===== src/rtl/adder_seq_ctrl.sv =====
`default_nettype none
// ============================================================================
//  Module   : adder_seq_ctrl (with helper module adder)
//  Purpose  : Multi-precision add/subtract sequencer. Two W = 8*NBYTES bit
//             operands are latched on start and pushed through one shared
//             8-bit carry-lookahead adder, one byte per clock, LSB first.
//             The carry is chained through a register. Carry-out and signed
//             overflow are reported with a start/busy/done handshake.
//  Optional : define ADDSEQ_CARRY_IN_EN to add a cin port (carry-in for add,
//             borrow-in for subtract). When it is undefined, cin is 0.
//  Ports    : clk, rst_n (sync, active-low), start, op_sub, a_in[W], b_in[W],
//             [cin], busy, done (1-cycle pulse), result[W], cout, overflow
//  Revision : 1.0  initial release
// ============================================================================

// ----------------------------------------------------------------------------
// 8-bit carry-lookahead adder. Every carry is a flattened generate/propagate
// product back to Cin, so no carry ripples through earlier carries.
// ----------------------------------------------------------------------------
module adder (
    input  logic [7:0] A,
    input  logic [7:0] B,
    input  logic       Cin,
    output logic [7:0] Sum,
    output logic       Cout
);
    logic [7:0] g;
    logic [7:0] p;
    logic [8:0] c;
    logic       prop;

    always_comb begin
        g    = A & B;
        p    = A ^ B;
        c    = '0;
        prop = 1'b0;
        c[0] = Cin;
        for (int i = 0; i < 8; i++) begin
            c[i+1] = g[i];
            prop   = p[i];
            for (int j = i - 1; j >= 0; j--) begin
                c[i+1] = c[i+1] | (prop & g[j]);
                prop   = prop & p[j];
            end
            c[i+1] = c[i+1] | (prop & Cin);
        end
        Sum  = p ^ c[7:0];
        Cout = c[8];
    end
endmodule

module adder_seq_ctrl #(
    parameter int NBYTES = 4
) (
    input  logic                clk,
    input  logic                rst_n,
    input  logic                start,
    input  logic                op_sub,
    input  logic [8*NBYTES-1:0] a_in,
    input  logic [8*NBYTES-1:0] b_in,
`ifdef ADDSEQ_CARRY_IN_EN
    input  logic                cin,
`endif
    output logic                busy,
    output logic                done,
    output logic [8*NBYTES-1:0] result,
    output logic                cout,
    output logic                overflow
);
    localparam int W    = 8 * NBYTES;
    localparam int IDXW = (NBYTES > 1) ? $clog2(NBYTES) : 1;
    // Sized constant, so the compare never overflows when NBYTES = 2^k.
    localparam logic [IDXW-1:0] LAST_IDX = IDXW'(NBYTES - 1);

    typedef enum logic [0:0] {
        S_IDLE = 1'b0,
        S_RUN  = 1'b1
    } state_t;

    state_t          state_q, state_d;
    logic [W-1:0]    a_q, a_d;
    logic [W-1:0]    b_q, b_d;          // holds B already inverted for subtract
    logic [W-1:0]    result_q, result_d;
    logic [IDXW-1:0] idx_q, idx_d;
    logic            carry_q, carry_d;
    logic            cout_q, cout_d;
    logic            ovf_q, ovf_d;
    logic            done_q, done_d;

    logic            carry_init;
    logic [7:0]      a_byte;
    logic [7:0]      b_byte;
    logic [7:0]      add_sum;
    logic            add_cout;

    // Borrow-in convention: for subtract, carry = ~borrow.
`ifdef ADDSEQ_CARRY_IN_EN
    assign carry_init = op_sub ^ cin;
`else
    assign carry_init = op_sub;
`endif

    // Byte select. This uses constant slices, so an index past NBYTES-1
    // cannot read out of range.
    always_comb begin
        a_byte = '0;
        b_byte = '0;
        for (int i = 0; i < NBYTES; i++) begin
            if (idx_q == IDXW'(i)) begin
                a_byte = a_q[i*8 +: 8];
                b_byte = b_q[i*8 +: 8];
            end
        end
    end

    adder u_adder (
        .A    (a_byte),
        .B    (b_byte),
        .Cin  (carry_q),
        .Sum  (add_sum),
        .Cout (add_cout)
    );

    always_comb begin
        state_d  = state_q;
        a_d      = a_q;
        b_d      = b_q;
        result_d = result_q;
        idx_d    = idx_q;
        carry_d  = carry_q;
        cout_d   = cout_q;
        ovf_d    = ovf_q;
        done_d   = 1'b0;
        case (state_q)
            S_IDLE: begin
                if (start) begin
                    a_d     = a_in;
                    b_d     = op_sub ? ~b_in : b_in;
                    carry_d = carry_init;
                    idx_d   = '0;
                    state_d = S_RUN;
                end
            end
            S_RUN: begin
                for (int i = 0; i < NBYTES; i++) begin
                    if (idx_q == IDXW'(i)) begin
                        result_d[i*8 +: 8] = add_sum;
                    end
                end
                carry_d = add_cout;
                idx_d   = idx_q + IDXW'(1);
                if (idx_q == LAST_IDX) begin
                    cout_d  = add_cout;
                    // Same-sign operands that produce a different-sign sum.
                    ovf_d   = (a_q[W-1] == b_q[W-1]) && (add_sum[7] != a_q[W-1]);
                    done_d  = 1'b1;
                    state_d = S_IDLE;
                end
            end
            default: state_d = S_IDLE;
        endcase
    end

    always_ff @(posedge clk) begin
        if (!rst_n) begin
            state_q  <= S_IDLE;
            a_q      <= '0;
            b_q      <= '0;
            result_q <= '0;
            idx_q    <= '0;
            carry_q  <= 1'b0;
            cout_q   <= 1'b0;
            ovf_q    <= 1'b0;
            done_q   <= 1'b0;
        end else begin
            state_q  <= state_d;
            a_q      <= a_d;
            b_q      <= b_d;
            result_q <= result_d;
            idx_q    <= idx_d;
            carry_q  <= carry_d;
            cout_q   <= cout_d;
            ovf_q    <= ovf_d;
            done_q   <= done_d;
        end
    end

    assign busy     = (state_q == S_RUN);
    assign done     = done_q;
    assign result   = result_q;
    assign cout     = cout_q;
    assign overflow = ovf_q;

endmodule
`default_nettype wire


===== config.mk =====
export PLATFORM = sky130hd
export DESIGN_NAME = adder_seq_ctrl
export DESIGN_NICKNAME = d
export VERILOG_FILES = /design/src/rtl/adder_seq_ctrl.sv
export SDC_FILE = /design/constraint.sdc
export NUM_CORES = 1
export LEC_CHECK = 0
export ABC_AREA = 1
export BUFFER_PORTS_ARGS = -buffer_cell sky130_fd_sc_hd__buf_2
export CAP_MARGIN = 5
export CORE_UTILIZATION = 55
export DETAILED_ROUTE_END_ITERATION = 16
export PLACE_DENSITY = 0.8
export RECOVER_POWER = 25
export SLEW_MARGIN = 40
export SYNTH_ARGS = -nofsm -noshare
export SYNTH_HDL_FRONTEND = slang
export SYNTH_SLANG_ARGS = --single-unit

===== constraint.sdc =====
create_clock -name clk -period 3.5 [get_ports clk]
set_input_delay 0.7 -clock clk [delete_from_list [all_inputs] [get_ports clk]]
set_output_delay 0.7 -clock clk [all_outputs]
set_load 0.02 [all_outputs]

==> results by group, run 1 <==
Final layout
  – Filler instances: 801
  – Area of the multi-input gates: about 2400 sq um
  – P&R area growth vs syn: 13.72%
  – NumNets Final: between 800 and 900
  – Ant. Diodes: 0
  – Final core occ: about 64%
  – Register area: 2062 sq um
  – Layout cell share with drive strength beyond 1: 14.92%

Timing
  – RSZ-0062 raised after global routing: no
  – Setup-failing EPs final: 0
  – Final slew viol count: 0
  – Worst slew pin tran: about 1.3 ns
  – Final hold vios: 0
  – Final Cycle Share: 90.81%
  – Fmax: roughly 310 MHz
  – Minimum clock period after layout: around 3.2 ns
  – Layout Skew: ~0.015 ns
  – Rel. slew slack: a little over an eighth
  – Setup TNS: 0 ns

Pwr
  – Switching pwr: between 800 and 900 uW
  – Register share of total power: between 50% and 60%
  – Pwr dens: between 400 and 500 nW/um^2
  – Pleak: 2.533 nW
  – Combinational fraction of design power: 21.0%
  – Int Pwr: 1.716 mW
  – Max VDD drop: 0.0002735 V
  – Clock power share: 28.1%
  – Net switching share of the total power: 32.76%

Detailed routing
  – Iter 0 DRT Violations: 263
  – Pre-antenna DRT Iters: 5
  – DRT antenna net count: 0
  – Via count: about 4500
  – Detail-routed via count per cell: between 5 and 6
  – DR WL/cell: approximately 14 um
  – Final WL: approximately 12000 um
  – DRC Markers: 0

Flow run
  – Max-cap violations: 0

Critical path
  – Setup crit start kind: flop
  – Worst reg2reg path depth: 19
  – Crit. Startpoint: idx_q[1]$_SDFFE_PN0P_
  – Crit path max fanout: 10
  – Critical path, cell by cell: inv_1, ha_1, inv_2, nand2_4, o22ai_1, o21ai_0, o21ai_0, ha_1, nand3_1, nand3_1, nand2_1, nand2_1, nand2_1, nand2_1, nand2_1, nand2_1, nand2_1, nand2_1, inv_1
  – Crit path DAT: between 3 and 4 ns
  – Most frequent cell on the critical path: nand2_1
  – Slowest stage delay, CP: ~0.41 ns
  – Setup crit end kind: flop
  – Critical path's slowest cell: ha_1
  – FF-to-FF End: result[4]$_SDFFE_PN0P_
  – Crit path required time: between 3 and 4 ns
  – R2R Setup Slk: ~0.32 ns
  – Crit Path Class: flop to flop
  – Worst reg2reg path startpoint: idx_q[1]$_SDFFE_PN0P_

Synthesis
  – Seq/Total Area, Yosys: 42.12%
  – Cell count after synthesis: around 660
  – Synth area leaders: dfxtp_1 (42%), o21ai_0 (9.8%), nor2_1 (7.1%)
  – Top-area cell type share of the netlist area: roughly 42%
  – Syn_nets: 740
  – Largest area contributor in the netlist: dfxtp_1
  – Post-synth EDFFs: 0
  – Distinct cells, synth: 33
  – YS warnings: 0
  – Async set-or-reset flop fraction in the synthesized netlist: 0%
  – Post-synth top cells: dfxtp_1 (103), o21ai_0 (96), nor2_1 (93), inv_1 (77), nand2_1 (72)
  – Cell area after synthesis: between 4000 and 5000 sq um
  – Avg Inst Size Synth: roughly 7.4 sq um
  – Primary FF master, synth: dfxtp_1
  – Most common cell in the synthesized netlist: dfxtp_1
  – Yosys reg bits: 103

Global route
  – Tot GR Track Use: 26.75%
  – Vias in the first global route: between 4000 and 5000
  – First-pass GRT wire length: approximately 19000 um
  – Initial antenna violation count: 0
  – GR Overflow Total: 0
  – Largest net degree at the start of global routing: 98

Clock network
  – Clock Pin Slew Worst Setup and Hold Paths: 0.11 ns
  – Latest clock arrival within the worst-skew pair: roughly 0.38 ns
  – Clk sink count: 103
  – CTS max path bufs: 2
  – TritonCTS clock tree: yes
  – Root Buffer Master: clkbuf_8
  – CTS Buf Count: 9
  – CTS HTree Levels: 3

Run status
  – Status: finished, final reports clean

Floorplan
  – Die area: 9283 sq um
  – Initial Util: 56.42%
  – Row count: 34
  – Die H: between 90 and 100 um
  – Die W: about 96 um
  – IO Count: 104
  – CORE AREA: 8678 sq um

Min path
  – Min-Delay Path Class: flop to flop
  – Cells on Worst Hold Path: 2
  – Hold Path End: cout$_SDFFE_PN0P_
  – Min-delay src: cout$_SDFFE_PN0P_

Placement
  – Detailed Place HPWL: between 8000 and 9000 um
  – Final GP Congestion: 0.9419
  – IO buf count: roughly 100
-- cells in the final DEF (no fill, tap or decap), types with 7 or more instances in the layout --
cell type / synthesis / final
clkbuf_8: 0 / 9
nor2_1: 93 / 93
ha_1: 12 / 12
clkbuf_1: 24 / 31
nand3_1: 20 / 20
nand2_1: 72 / 72
o22ai_1: 7 / 7
a21oi_1: 58 / 58
o211ai_1: 13 / 13
o21ai_0: 96 / 96
buf_2: 13 / 72
dfxtp_1: 103 / 103
xnor2_1: 33 / 32
inv_1: 77 / 76
-- state kept, by name (all words and copies together) (netlist names), 2 cells and up --
register	count
result	32
b_q	32
idx_q	2
a_q	32
-- power by group through the flow --
stage               combinational [mW]  clock [mW]  sequential [mW]
finish                           0.535       0.717             1.30
global route                     0.595       0.772             1.31
CTS                              0.532       0.719             1.30
detailed placement               0.525           0             1.32
global placement                 0.514           0             1.32
floorplan                        0.359           0             1.33
-- worst max-delay path by stage --
stage | endpoint | cells after the start
after CTS | result[11]$_SDFFE_PN0P_ | 16
after global routing | overflow$_SDFFE_PN0P_ | 18
after floorplan | result[14]$_SDFFE_PN0P_ | 16
final | result[4]$_SDFFE_PN0P_ | 19
after detailed placement | result[3]$_SDFFE_PN0P_ | 15
after global placement | result[19]$_SDFFE_PN0P_ | 15
-- through the flow --
step | cells | cell area [sq um] | power, mW | hold WS, ns | setup slack, ns
after floorplan | 659 | 4896 | 1.689 | 0.4719 | 0.9844
after global placement | 836 | 5415 | 1.838 | 0.4404 | 0.4081
after detailed placement | 836 | 5415 | 1.849 | 0.4425 | 0.3693
after CTS | 852 | 5602 | 2.548 | 0.4596 | 0.3406
after global routing | 852 | 5568 | 2.676 | 0.4847 | 0.04702
final | 852 | 5568 | 2.552 | 0.4575 | 0.3217
-- critical path: cells and delay by family, from the launching register on --
family	cells	cell delay [ns]
AND/OR/NAND/NOR	11	1.13
adder cells (fa/ha/maj)	2	0.80
AO/OA/AOI/OAI	3	0.48
flip-flops	1	0.36
buffers and inverters	3	0.29
-- per-layer routing --
metal,track usage [%],vias up,share of wire (%)
met3,5.371,27,5.8
met2,41.67,165,45
met1,36.71,2027,47
li1,-,2305,-
met5,0,-,0
met4,9.436,0,2.4
-- final cells by class --
class                   count  area share [%]
multi-input cells         436           42.61
clock buffers               9           2.225
inverters                  82           5.528
well taps                 108           2.427
clock inverters             7           1.124
repair buffers            107           9.056
flip-flops and latches    103           37.03
-- cells by family after synthesis --
logic type | synth area share [%]
buffers and inverters | 9.686
adder cells (fa/ha/maj) | 3.476
AND/OR/NAND/NOR | 17.33
XOR/XNOR | 6.261
flip-flops | 42.12
AO/OA/AOI/OAI | 21.13
-- what timing repair did --
action | in CTS | in global routing
buffers inserted | 0 | 0
hold buffers | 0 | 0
gates resized for setup | 0 | 1
setup endpoints to repair | 0 | 3
Power figures use the tool's default switching activity.
==> run 2, diff against run 1 <==
Settings changed: CORE_MARGIN set to 4, SETUP_SLACK_MARGIN set to 0.5.
==> results by group, run 2 (synthesis results as in run 1) <==
Run status
  – Status: finished, final reports clean

Timing
  – Fmax: 357.7 MHz (+14%)
  – Final hold vios: 0 (unchanged)
  – RSZ-0062 raised after global routing: no
  – Worst slew pin tran: 1.311 ns (+0.01395 ns)
  – Setup-failing EPs final: 0 (unchanged)
  – Layout Skew: 0.01421 ns (-0.0003742 ns)
  – Final Cycle Share: 79.89% (-11 points)
  – Rel. slew slack: 12.62% (-0.93 points)
  – Final slew viol count: 0 (unchanged)
  – Setup TNS: 0 ns (unchanged)
  – Minimum clock period after layout: 2.796 ns (-0.3823 ns)
  – WHS: 0.4567 ns (-0.0008420 ns)

Pwr
  – Pwr dens: 457.7 nW/um^2 (-0.14%)
  – Pleak: 2.566 nW (+1.3%)
  – Clock power share: 28.6% (+0.5 points)
  – Register share of total power: 50.4% (-0.5 points)
  – Net switching share of the total power: 32.21% (-0.55 points)
  – Combinational fraction of design power: 21.1% (about the same)
  – Total power: 2.585 mW (+1.3%)
  – Switching pwr: 832.8 uW (-0.38%)
  – Max VDD drop: 0.0002918 V (+6.7%)
  – Int Pwr: 1.753 mW (+2.1%)

Floorplan
  – CORE AREA: 8678 sq um (unchanged)
  – Initial Util: 56.42% (unchanged)
  – Die H: 102.4 um (+6.2%)
  – Die area: 10480 sq um (+13%)
  – IO Count: 104 (unchanged)
  – Die W: 102.4 um (+6.2%)
  – Row count: 34 (unchanged)

Clock network
  – Clock Pin Slew Worst Setup and Hold Paths: 0.11 ns (about the same)
  – Clk sink count: 103 (unchanged)
  – TritonCTS clock tree: yes
  – CTS Buf Count: 9 (unchanged)
  – CTS Hold Bufs: 0 (unchanged)
  – CTS HTree Levels: 3 (unchanged)
  – Latest clock arrival within the worst-skew pair: 0.37 ns (about the same)
  – CTS max path bufs: 2 (unchanged)
  – Root Buffer Master: clkbuf_8

Critical path
  – Crit path max fanout: 9 (-1)
  – R2R Setup Slk: 0.70 ns (+0.38 ns)
  – Worst reg2reg path startpoint: idx_q[1]$_SDFFE_PN0P_
  – Worst setup endpoint: result[11]$_SDFFE_PN0P_
  – Crit path DAT: 3.06 ns (-0.41 ns)
  – FF-to-FF End: result[11]$_SDFFE_PN0P_
  – Crit path required time: 3.77 ns (-0.02 ns)
  – Worst reg2reg path depth: 17 (-2)
  – Crit Path Class: flop to flop
  – Setup crit end kind: flop
  – Setup crit start kind: flop
  – Crit. Startpoint: idx_q[1]$_SDFFE_PN0P_

Detailed routing
  – Pre-antenna DRT Iters: 5 (unchanged)
  – DR WL/cell: 14.30 um (+2.5%)
  – DRT antenna net count: 0 (unchanged)
  – Iter 0 DRT Violations: 165 (-37%)
  – Final WL: 12210 um (+2.7%)
  – Detail-routed via count per cell: 5.319 (+0.16%)
  – Via count: 4542 (+0.40%)
  – DRC Markers: 0 (unchanged)

Placement
  – Detailed Place HPWL: 8743 um (+4.5%)
  – Final GP Congestion: 0.8907 (-5.4%)
  – IO buf count: 103 (unchanged)

Global route
  – GR Overflow Total: 0 (unchanged)
  – Largest net degree at the start of global routing: 98 (unchanged)
  – Initial antenna violation count: 0 (unchanged)
  – Vias in the first global route: 4371 (+5.8%)
  – First-pass GRT wire length: 19910 um (+4.4%)
  – Tot GR Track Use: 23.76% (-3.0 points)

Final layout
  – Layout cell share with drive strength beyond 1: 16.62% (+1.7 points)
  – NumNets Final: 822 (+0.24%)
  – Most frequent cells in the layout: dfxtp_1 (102), o21ai_0 (96), nor2_1 (92), inv_1 (75), buf_2 (72)
  – P&R area growth vs syn: 15.38%
  – Ant. Diodes: 0 (unchanged)
  – Commonest non-fill, non-tap cell in the layout: dfxtp_1

Flow run
  – Max-cap violations: 0 (unchanged)

Min path
  – Min-Delay Path Class: flop to flop
-- run 2: changes by cell type in the layout (fill, tap and decap cells not counted), moves of 2 or more --
cell        before  now
buf_4            3    6
clkinvlp_4       3    0
ha_1            12    8
ha_2             0    2
ha_4             0    2
inv_4            0    2
-- run 2: worst min path at each step --
stage / startpoint / endpoint / slack [ns] / depth (start not counted)
6_report: cout$_SDFFE_PN0P_ / cout$_SDFFE_PN0P_ / 0.46 / 2
3_5_place_dp: overflow$_SDFFE_PN0P_ / overflow$_SDFFE_PN0P_ / 0.44 / 2
2_1_floorplan: idx_q[1]$_SDFFE_PN0P_ / idx_q[1]$_SDFFE_PN0P_ / 0.47 / 2
3_3_place_gp: result[28]$_SDFFE_PN0P_ / result[28]$_SDFFE_PN0P_ / 0.44 / 2
4_1_cts: overflow$_SDFFE_PN0P_ / overflow$_SDFFE_PN0P_ / 0.46 / 2
5_1_grt: overflow$_SDFFE_PN0P_ / overflow$_SDFFE_PN0P_ / 0.49 / 2
-- run 2: critical path, cell delays in order, from the launching register on --
cell and delay, ns:
dfxtp_1 0.43, inv_1 0.12, ha_4 0.18, inv_4 0.10
nand2_4 0.11, inv_4 0.11, a22oi_1 0.07, o211ai_1 0.19
o21a_1 0.19, ha_1 0.24, nand3_1 0.12, nand3_1 0.13
nand2_1 0.08, nand2_1 0.09, xnor2_2 0.27, nand2_1 0.09
o211ai_1 0.10, inv_1 0.07
-- run 2: area by class of cell --
class / count / area (sq um)
flip-flops and latches: 103 / 2063
well taps: 108 / 135.1
repair buffers: 109 / 523.0
clock buffers: 10 / 137.6
fillers: 813 / 3029
clock inverters: 6 / 61.31
inverters: 82 / 312.8
multi-input cells: 436 / 2416
-- run 2: power by group through the flow --
stage | Clock, mW | Combinational (mW) | Sequential [mW]
5_1_grt | 0.804 | 0.613 | 1.31
2_1_floorplan | 0 | 0.359 | 1.33
3_3_place_gp | 0 | 0.511 | 1.32
3_5_place_dp | 0 | 0.524 | 1.33
4_1_cts | 0.757 | 0.534 | 1.30
6_report | 0.738 | 0.545 | 1.30
-- run 2: routing by layer --
metal | vias up | routed length (um) | track usage (%)
li1 | 2303 | - | -
met4 | 0 | 244 | 6.660
met3 | 21 | 730 | 4.642
met1 | 2062 | 5415 | 31.43
met2 | 156 | 5821 | 39.63
met5 | - | 0 | 0
-- run 2: metrics by stage --
stage,cells,utilization [%],area (sq um),setup WS (ns)
finish,854,65.10,5649,0.7040
global placement,836,62.40,5415,0.4755
CTS,852,64.95,5637,0.5760
global route,854,65.10,5649,0.4435
detailed placement,836,62.40,5415,0.3548
floorplan,659,-,4896,0.9844
-- run 2: what timing repair did --
item,CTS,global route
setup endpoints to repair,19,23
endpoints found under the hold margin,0,0
buffers inserted,0,2
gates resized for setup,5,11
pin swaps,0,2
==> run 3, diff against run 2 <==
Settings changed: ABC_AREA 1 to 0.
Clock period 3.5 ns to 2.9 ns, I/O delays scaled along.
==> results by group, run 3 <==
Run status
  – Status: finished with violations
  – Failing checks: setup timing

Synthesis
  – Primary FF master, synth: dfxtp_1
  – Post-synth EDFFs: 0 (unchanged)
  – YS warnings: 0 (unchanged)
  – Async set-or-reset flop fraction in the synthesized netlist: 0% (unchanged)
  – Syn_nets: 706 (-4.6%)
  – Seq/Total Area, Yosys: 40.70% (-1.4 points)
  – Cell area after synthesis: 5066 sq um (+3.5%)
  – Top-area cell type share of the netlist area: 40.70% (-1.4 points)
  – Yosys reg bits: 103 (unchanged)
  – Distinct cells, synth: 37 (+12%)
  – Post-synth top cells: nand2_1 (164), dfxtp_1 (103), a21oi_1 (41), clkbuf_1 (38), o21ai_0 (38)
  – Cell count after synthesis: 625 (-5.2%)
  – Most common cell in the synthesized netlist: nand2_1
  – Avg Inst Size Synth: 8.106 sq um (+9.1%)
  – Synth area leaders: dfxtp_1 (41%), nand2_1 (12%), o211a_1 (7.1%)
  – Largest area contributor in the netlist: dfxtp_1

Timing
  – Final slew viol count: 0 (unchanged)
  – Final Cycle Share: 100.7% (+21 points)
  – Rel. slew slack: 13.86% (+1.2 points)
  – Worst slew pin tran: 1.292 ns (-0.01864 ns)
  – Final setup margin: -0.02152 ns (-0.7255 ns)
  – Final hold vios: 0 (unchanged)
  – Setup-failing EPs final: 1 (+1)
  – RSZ-0062 raised after global routing: yes
  – Fmax: 342.3 MHz (-4.3%)
  – Minimum clock period after layout: 2.922 ns (+0.1255 ns)
  – Setup TNS: -0.02152 ns (-0.02152 ns)
  – Layout Skew: 0.01077 ns (-0.003437 ns)

Critical path
  – R2R Setup Slk: -0.02 ns (-0.73 ns)
  – Crit path required time: 3.15 ns (-0.62 ns)
  – Critical path, cell by cell: inv_4, ha_4, buf_12, buf_16, nand3b_1, a21oi_2, a21oi_2, o21ai_2, ha_4, nand2_2, or3_4, nand3_2, buf_6, a21oi_2, or3_1
  – Critical path's slowest cell: or3_4
  – Setup crit start kind: flop
  – Crit Path Class: flop to flop
  – Most frequent cell on the critical path: a21oi_2
  – Setup crit end kind: flop
  – Crit path DAT: 3.18 ns (+0.12 ns)
  – Crit path max fanout: 5 (-4)
  – Slowest stage delay, CP: 0.42 ns (about the same)

Global route
  – Largest net degree at the start of global routing: 76 (-22%)
  – Tot GR Track Use: 24.10% (+0.34 points)
  – GR Overflow Total: 0 (unchanged)
  – Initial antenna violation count: 0 (unchanged)
  – First-pass GRT wire length: 21710 um (+9.0%)
  – Vias in the first global route: 4582 (+4.8%)

Detailed routing
  – Detail-routed via count per cell: 5.854 (+10%)
  – DR WL/cell: 17.31 um (+21%)
  – Iter 0 DRT Violations: 333 (+100%)
  – Pre-antenna DRT Iters: 5 (unchanged)
  – Via count: 4970 (+9.4%)
  – DRT antenna net count: 0 (unchanged)
  – DRC Markers: 0 (unchanged)
  – Final WL: 14700 um (+20%)

Clock network
  – CTS Hold Bufs: 0 (unchanged)
  – Root Buffer Master: clkbuf_8
  – TritonCTS clock tree: yes
  – Latest clock arrival within the worst-skew pair: 0.37 ns (about the same)
  – CTS HTree Levels: 3 (unchanged)
  – Clock Pin Slew Worst Setup and Hold Paths: 0.10 ns (about the same)
  – Clk sink count: 103 (unchanged)
  – CTS Buf Count: 9 (unchanged)
  – CTS max path bufs: 2 (unchanged)

Floorplan
  – Die area: 10810 sq um (+3.2%)
  – Die W: 104.0 um (+1.6%)
  – CORE AREA: 8848 sq um (+2.0%)
  – Row count: 34 (unchanged)
  – Initial Util: 57.25% (+0.84 points)
  – IO Count: 104 (unchanged)
  – Die H: 104.0 um (+1.6%)

Final layout
  – NumNets Final: 817 (-0.61%)
  – Ant. Diodes: 0 (unchanged)
  – Final instance area: 6585 sq um (+17%)
  – P&R area growth vs syn: 29.98%
  – Layout cell share with drive strength beyond 1: 27.53% (+11 points)
  – Most frequent cells in the layout: nand2_1 (160), dfxtp_1 (101), buf_2 (71), o211a_1 (36)
  – Commonest non-fill, non-tap cell in the layout: nand2_1

Flow run
  – Max-cap violations: 0 (unchanged)

Pwr
  – Pleak: 2.856 nW (+11%)
  – Total power: 3.282 mW (+27%)
  – Max VDD drop: 0.0002872 V (-1.6%)
  – Pwr dens: 498.4 nW/um^2 (+8.9%)

Placement
  – Post-place setup slack: -0.01427 ns (-0.3691 ns)
  – Placed Area: 5720 sq um (+5.6%)
  – Final GP Congestion: 0.9532 (+7.0%)
  – Detailed Place HPWL: 8896 um (+1.7%)
  – IO buf count: 103 (unchanged)

Min path
  – Min-Delay Path Class: input port to flop
-- run 3: cell types whose count changed after synthesis, sizes merged, moves of 14 or more --
cell    delta
a21oi     -17
o21ai     -54
clkbuf    +14
a21boi    +38
nand2     +89
nor2      -87
nand3b    +16
o211a     +36
inv       -77
-- run 3: repair_timing --
action,CTS,global route
gates resized for setup,41,76
buffers inserted,15,11
gates cloned,2,2
pin swaps,37,48
endpoints found under the setup margin,31,32
-- run 3: per-layer routing --
layer | wire (um) | part of all wire [%] | GRT usage, % | vias to the layer above
met5 | 0 | 0 | 0 | -
met4 | 386 | 2.6 | 7.692 | 0
met3 | 1211 | 8.2 | 4.283 | 45
met2 | 7100 | 48 | 40.39 | 264
met1 | 6000 | 41 | 31.57 | 2312
li1 | - | - | - | 2349
-- run 3: layout make-up --
type                       instances  area [sq um]
clock buffer                       9         123.9
clock inverter                     7         81.33
fill                             600          2263
inverter                           5         23.77
multi-input combinational        467          3194
sequential                       103          2067
tap                              108         135.1
timing repair buffer             150         959.7
-- run 3: final timing paths --
kind                                         startpoint                 endpoint  cells past startpoint
worst max-delay path              idx_q[1]$_SDFFE_PN0P_    overflow$_SDFFE_PN0P_                     15
worst min-delay path                           a_in[26]     a_q[26]$_SDFFE_PN0P_                      3
worst max register to register    idx_q[1]$_SDFFE_PN0P_    overflow$_SDFFE_PN0P_                     15
worst min register to register  result[19]$_SDFFE_PN0P_  result[19]$_SDFFE_PN0P_                      2
-- run 3: cell families after synthesis --
family | share of synthesized area, %
compound gates | 24.01
xor+xnor | 6.397
fa+ha+maj | 3.359
buf+inv | 4.273
flops | 40.70
simple gates | 21.26
-- run 3: worst max-delay path: cells and delay by family (launching register included) --
| kind | cells | cell delay, ns |
|---|---|---|
| AOI/OAI and AO/OA | 4 | 0.51 |
| DFF | 1 | 0.37 |
| and+or+nand+nor | 5 | 1.10 |
| buffers and inverters | 4 | 0.42 |
| adders and majority gates | 2 | 0.40 |
-- run 3: power by group --
group / switching (mW) / internal (mW) / total (mW)
clock: 0.521 / 0.409 / 0.931
combinational: 0.417 / 0.371 / 0.788
sequential: 0.0668 / 1.50 / 1.56
-- run 3: per-stage QoR --
| stage | std cells | hold WS, ns | util (%) |
|---|---|---|---|
| final | 849 | 0.4533 | 74.42 |
| after global placement | 803 | 0.4490 | 64.65 |
| after floorplan | 625 | 0.4435 | - |
| after global routing | 849 | 0.4672 | 74.42 |
| after detailed placement | 803 | 0.4565 | 64.65 |
| after CTS | 836 | 0.4504 | 70.40 |
